[src/rtl/pixel_frame_sequencer.sv]
// Frame controller for the pixel array: erase, expose, ADC ramp convert, then handshaked row readout.
// Defining FRAME_COUNT_EN adds a 16-bit frame_count output that counts frame_done pulses.
module pixel_frame_sequencer #(
  parameter int ROWS            = 2,
  parameter int CNT_W           = 8,
  parameter int ERASE_CYCLES    = 5,
  parameter int READ_ROW_CYCLES = 5,
  parameter int EXP_W           = 16,
  localparam int RI_W           = (ROWS > 1) ? $clog2(ROWS) : 1
) (
  input  logic             clk,
  input  logic             reset,
  input  logic             start,
  input  logic             continuous,
  input  logic [EXP_W-1:0] expose_len,
  output logic             erase,
  output logic             expose,
  output logic             convert,
  output logic [CNT_W-1:0] adc_count,
  output logic [ROWS-1:0]  read,
  output logic [RI_W-1:0]  row_idx,
  output logic             row_valid,
  input  logic             row_ready,
  output logic             busy,
`ifdef FRAME_COUNT_EN
  output logic [15:0]      frame_count,
`endif
  output logic             frame_done
);

  typedef enum logic [2:0] {IDLE, ERASE, EXPOSE, CONVERT, READ} state_t;

  localparam int PH_A = (EXP_W > $clog2(ERASE_CYCLES + 1)) ? EXP_W : $clog2(ERASE_CYCLES + 1);
  localparam int PH_W = (PH_A > $clog2(READ_ROW_CYCLES + 1)) ? PH_A : $clog2(READ_ROW_CYCLES + 1);
  localparam logic [PH_W-1:0]  ERASE_LAST = PH_W'(ERASE_CYCLES - 1);
  localparam logic [PH_W-1:0]  VALID_IDX  = PH_W'(READ_ROW_CYCLES - 1);
  localparam logic [RI_W-1:0]  LAST_ROW   = RI_W'(ROWS - 1);
  localparam logic [CNT_W-1:0] ADC_MAX    = {CNT_W{1'b1}};

  state_t           state, state_nxt;
  logic [PH_W-1:0]  cnt, cnt_nxt, cnt_inc, exp_last;
  logic [EXP_W-1:0] exp_len, exp_len_nxt, start_len;
  logic [CNT_W-1:0] adc_nxt;
  logic [ROWS-1:0]  read_nxt;
  logic [RI_W-1:0]  row_idx_nxt;
  logic             erase_nxt, expose_nxt, convert_nxt;
  logic             row_valid_nxt, busy_nxt, frame_done_nxt;
  logic             handshake;

  // A zero exposure request still exposes for one cycle.
  assign start_len = (expose_len == '0) ? EXP_W'(1) : expose_len;
  assign exp_last  = PH_W'(exp_len - EXP_W'(1));
  assign cnt_inc   = cnt + PH_W'(1);
  assign handshake = row_valid & row_ready;

  always_comb begin
    state_nxt      = state;
    cnt_nxt        = cnt;
    exp_len_nxt    = exp_len;
    adc_nxt        = '0;
    row_idx_nxt    = row_idx;
    row_valid_nxt  = row_valid;
    frame_done_nxt = 1'b0;
    case (state)
      IDLE: begin
        if (start) begin
          state_nxt   = ERASE;
          cnt_nxt     = '0;
          exp_len_nxt = start_len;
        end
      end
      ERASE: begin
        if (cnt == ERASE_LAST) begin
          state_nxt = EXPOSE;
          cnt_nxt   = '0;
        end else begin
          cnt_nxt = cnt_inc;
        end
      end
      EXPOSE: begin
        if (cnt == exp_last) begin
          state_nxt = CONVERT;
          cnt_nxt   = '0;
        end else begin
          cnt_nxt = cnt_inc;
        end
      end
      CONVERT: begin
        if (adc_count == ADC_MAX) begin
          state_nxt     = READ;
          cnt_nxt       = '0;
          row_idx_nxt   = '0;
          row_valid_nxt = (READ_ROW_CYCLES <= 1);
        end else begin
          adc_nxt = adc_count + CNT_W'(1);
        end
      end
      READ: begin
        // The row counter stops once valid is raised; the row then waits on row_ready.
        if (handshake) begin
          cnt_nxt = '0;
          if (row_idx == LAST_ROW) begin
            frame_done_nxt = 1'b1;
            row_valid_nxt  = 1'b0;
            row_idx_nxt    = '0;
            if (continuous) begin
              state_nxt   = ERASE;
              exp_len_nxt = start_len;
            end else begin
              state_nxt = IDLE;
            end
          end else begin
            row_idx_nxt   = row_idx + RI_W'(1);
            row_valid_nxt = (READ_ROW_CYCLES <= 1);
          end
        end else if (!row_valid) begin
          cnt_nxt       = cnt_inc;
          row_valid_nxt = (cnt_inc >= VALID_IDX);
        end
      end
      default: begin
        state_nxt = IDLE;
      end
    endcase

    erase_nxt   = (state_nxt == ERASE);
    expose_nxt  = (state_nxt == EXPOSE);
    convert_nxt = (state_nxt == CONVERT);
    busy_nxt    = (state_nxt != IDLE);
    read_nxt    = (state_nxt == READ) ? (ROWS'(1) << row_idx_nxt) : '0;
  end

  // Outputs are registered copies of the next-state decode so they align with the state register.
  always_ff @(posedge clk or posedge reset) begin
    if (reset) begin
      state       <= IDLE;
      cnt         <= '0;
      exp_len     <= '0;
      erase       <= 1'b0;
      expose      <= 1'b0;
      convert     <= 1'b0;
      adc_count   <= '0;
      read        <= '0;
      row_idx     <= '0;
      row_valid   <= 1'b0;
      busy        <= 1'b0;
      frame_done  <= 1'b0;
`ifdef FRAME_COUNT_EN
      frame_count <= '0;
`endif
    end else begin
      state       <= state_nxt;
      cnt         <= cnt_nxt;
      exp_len     <= exp_len_nxt;
      erase       <= erase_nxt;
      expose      <= expose_nxt;
      convert     <= convert_nxt;
      adc_count   <= adc_nxt;
      read        <= read_nxt;
      row_idx     <= row_idx_nxt;
      row_valid   <= row_valid_nxt;
      busy        <= busy_nxt;
      frame_done  <= frame_done_nxt;
`ifdef FRAME_COUNT_EN
      if (frame_done_nxt) begin
        frame_count <= frame_count + 16'd1;
      end
`endif
    end
  end

endmodule
[config.mk]
export PLATFORM = sky130hd
export DESIGN_NAME = pixel_frame_sequencer
export DESIGN_NICKNAME = d
export VERILOG_FILES = /design/src/rtl/pixel_frame_sequencer.sv
export SDC_FILE = /design/constraint.sdc
export NUM_CORES = 1
export LEC_CHECK = 0
export CAP_MARGIN = 5
export CELL_PAD_IN_SITES_DETAIL_PLACEMENT = 1
export CELL_PAD_IN_SITES_GLOBAL_PLACEMENT = 1
export CORE_UTILIZATION = 47
export DETAILED_ROUTE_END_ITERATION = 12
export HOLD_SLACK_MARGIN = 0.12
export PLACE_DENSITY = 0.82
export SYNTH_ARGS = -nofsm -noshare
export SYNTH_HDL_FRONTEND = slang
export SYNTH_SLANG_ARGS = --single-unit
[constraint.sdc]
create_clock -name clk -period 5.54 [get_ports clk]
set_input_delay 1.108 -clock clk [delete_from_list [all_inputs] [get_ports clk]]
set_output_delay 1.108 -clock clk [all_outputs]
set_load 0.02 [all_outputs]
==> metrics.md <==
| Metric | Value |
|---|---|
| Via count | a little under 3000 |
| Fmax | 0.287 GHz |
| Dpl cell area | 3740 um^2 |
| Largest area contributor in the netlist | dfrtp_1 |
| WP data arrival | 3.63 ns |
| Slowest CP cell | and4_1 |
| MaxCap Viol Count | 0 |
| Leakage power | 1.49 nW |
| CP top delay family | simple AND/OR/NAND/NOR gates |
| 1st-iter DRT viols | 128 |
| Fin Hold WS | ~0.54 ns |
| Critical path class | flip-flop to flip-flop |
| Worst Setup Slack, final | 2.06 ns |
| Sequential area share after synthesis | 39.0% |
| WHS Path Cells | 1 |
| Most numerous cell in the Yosys netlist | dfrtp_1 |
| Diode count | 0 |
| Crit path max fanout | 17 |
| Post-synthesis register bit count | 52 |
| First-pass GRT wire length | 15.2 mm |
| Clock power frac | a little over an eighth |
| # fillers | 807 |
| Power Density | 427 nW/um^2 |
| Nets@finish | 415 |
| Synth top area share | 39.0% |
| Synth unique cells | 63 |
| Area grow syn2layout | 15.3% |
| Placed Cells | about 480 |
| Final setup violation count | 0 |
| # IOs | 38 |
| R2r endpoint | cnt[11]$_DFFE_PP0P_ |
| P_int | 909 uW |
| Peak VDD IR | ~0.29 mV |
| Clk_lat worst skew | 0.32 ns |
| Wire per inst | 18.3 um |
| Top cells by count, synth | dfrtp_1 (52), nor2_1 (30), xnor2_1 (27), nor3_1 (24), clkbuf_1 (21) |
| Die Y-Extent | 86.2 um |
| DP Worst Slack | 2.06 ns |
| Number of synthesized flops with an enable pin | 0 |
| Ys Warns | 0 |
| CTS tree | built |
| R2r startpoint | exp_len[0]$_DFFE_PP0P_ |
| Final GP Congestion | approximately 0.86 |
| Total Power | 1.64 mW |
| Final instance area | 3840 um^2 |
| Slew margin rel. | between 20% and 30% |
| WHS Endpoint | adc_count[0]$_DFF_PP0_ |
| Synth Area per Inst | 9.14 um^2 |
| R2R depth | 8 |
| Final hold vios | 0 |
| Critical path's largest stage delay | roughly 0.74 ns |
| Part of the power in combinational logic | between 40% and 50% |
| Setup TNS | 0 ns |
| Vias in the first global route | 2994 |
| 1st-pass router iterations | 4 |
| Slew @ Worst Pin | 1.15 ns |
| Synth Flop Type | dfrtp_1 |
| Gate Count Post-Synth | 365 |
| Syn Nets | a little under 400 |
| Startpoint types | flip-flop |
| # resized after CTS | 0 |
| Share of cells above drive strength 1 | 9.74% |
| Async SR Flop Fraction | between 90% and 100% |
| Htree depth | 2 |
| DRC errors left | 0 |
| Period minus WS final | 3.48 ns |
| GR Util All Layers | 26.6% |
| Min-delay worst type | flip-flop to flip-flop |
| Clock sinks | 52 |
| Largest net degree at the start of global routing | 53 |
| Port Buffers | 37 |
| Largest cells by area after synthesis | dfrtp_1 (39%), xnor2_1 (7.1%), nor3_1 (3.6%) |
| Fin util | 56.3% |
| Syn Std Cell Area | 3330 um^2 |
| Crit path cell chain | inv_1 -> ha_1 -> or4b_1 -> or4_1 -> a211o_1 -> nand3_2 -> and4_1 -> a211oi_1 |
| Root Buffer | clkbuf_8 |
| # rows | 30 |
| CTS clock-pin slew for the worst setup and hold paths | 0.09 ns |
| CTS Buf Count | 5 |
| RSZ-0062 raised after global routing | false |
| R2r setup slk | just over 2 ns |
| Non-Filler Instances | 486 |
| Clk_skew | 0.00782 ns |
| Max-slew violations | 0 |
| Dpl hpwl | roughly 6.7 mm |
| # hold bufs at CTS | 0 |
| Tcrit/Tclk final | a little over three fifths |
| Critical Path RT | ~5.7 ns |
| Worst Path Buf+Inv | 1 |
| Initial Util | 48.8% |
| Initial antenna violation count | 0 |
| CP Capture Type | flip-flop |
| Detail Route Antenna Nets | 0 |
| Core Region | 6830 um^2 |
| NetSw | 732 uW |
| Die width | 86.2 um |
| Sw Ratio | 44.6% |
| Worst-case clock buffer depth | 2 |
| Via-to-Cell Ratio | 5.97 |
| Total die area | 7440 um^2 |
| Routed WL | 8.91 mm |
| Status | complete, no violations |
| Remaining global-route overflow | 0 |
| Worst Min Path Start | adc_count[0]$_DFF_PP0_ |
| Post-CTS Setup Inserts | 0 |
| Reg power frac | 38.4% |
-- cells by family (layout without fill, tap and decap cells) --
| family | count (synthesis) | in the layout | synth area share, % |
|---|---|---|---|
| flip-flops | 52 | 52 | 39.0 |
| AND/OR/NAND/NOR | 146 | 146 | 23.9 |
| AO/OA/AOI/OAI | 80 | 80 | 18.5 |
| adder cells (fa/ha/maj) | 5 | 5 | 1.88 |
| multiplexers | 7 | 7 | 2.29 |
| XOR/XNOR | 35 | 35 | 9.19 |
| buffers and inverters | 40 | 65 | 5.25 |
-- final cells by class --
type	instances	area (um^2)	share of cell area [%]
Clock buffer	6	72.6	1.89
Clock inverter	2	16.3	0.423
Tap cell	96	120	3.12
Multi-Input combinational cell	273	1860	48.3
Timing Repair Buffer	42	420	10.9
Inverter	15	56.3	1.46
Sequential cell	52	1300	33.8
-- layer usage --
metal | vias to the layer above | wire [um] | global-route usage, %
met3 | 6 | 232 | 4.48
met2 | 45 | 4260 | 42.8
met5 | - | 0 | 0
li1 | 1387 | - | -
met1 | 1461 | 4340 | 37.5
met4 | 0 | 78 | 6.21
-- state kept, by name (all words and copies together), names as in the netlist --
signal and count:
cnt 16, exp_len 16, adc_count 8, state 3
read 2, busy 1, convert 1, erase 1
expose 1, frame_done 1, row_idx 1, row_valid 1
-- cell usage in the layout (no fill, tap or decap), drive strengths merged, types with 6 or more instances in the layout --
cell type / synthesis / final
clkbuf: 21 / 6
a21oi: 12 / 12
xnor2: 27 / 27
nor4: 11 / 11
a211oi: 11 / 11
clkdlybuf4s50: 0 / 37
nand4: 9 / 9
dfrtp: 52 / 52
a22o: 12 / 12
nor3: 24 / 24
nand2: 19 / 19
and3: 9 / 9
xor2: 8 / 8
nor2: 30 / 30
nand3: 14 / 14
o21ai: 11 / 11
inv: 15 / 15
-- power by group through the flow --
| stage | Combinational (mW) | Clock [mW] | Sequential [mW] |
|---|---|---|---|
| after floorplan | 0.588 | 0 | 0.579 |
| after global placement | 0.747 | 0 | 0.632 |
| after detailed placement | 0.780 | 0 | 0.637 |
| after CTS | 0.784 | 0.232 | 0.629 |
| after global routing | 0.866 | 0.243 | 0.651 |
| final | 0.786 | 0.225 | 0.630 |
-- worst max path at each step --
stage,to,slack [ns],cells after the start,startpoint
3_3_place_gp,cnt[14]$_DFFE_PP0P_,2.14,7,row_ready
5_1_grt,cnt[4]$_DFFE_PP0P_,1.89,8,exp_len[0]$_DFFE_PP0P_
4_1_cts,cnt[11]$_DFFE_PP0P_,2.06,8,exp_len[0]$_DFFE_PP0P_
3_5_place_dp,cnt[11]$_DFFE_PP0P_,2.06,7,row_ready
2_1_floorplan,cnt[5]$_DFFE_PP0P_,2.74,11,exp_len[0]$_DFFE_PP0P_
6_report,cnt[11]$_DFFE_PP0P_,2.06,8,exp_len[0]$_DFFE_PP0P_
Note: power is estimated with default switching activity, not from simulation.
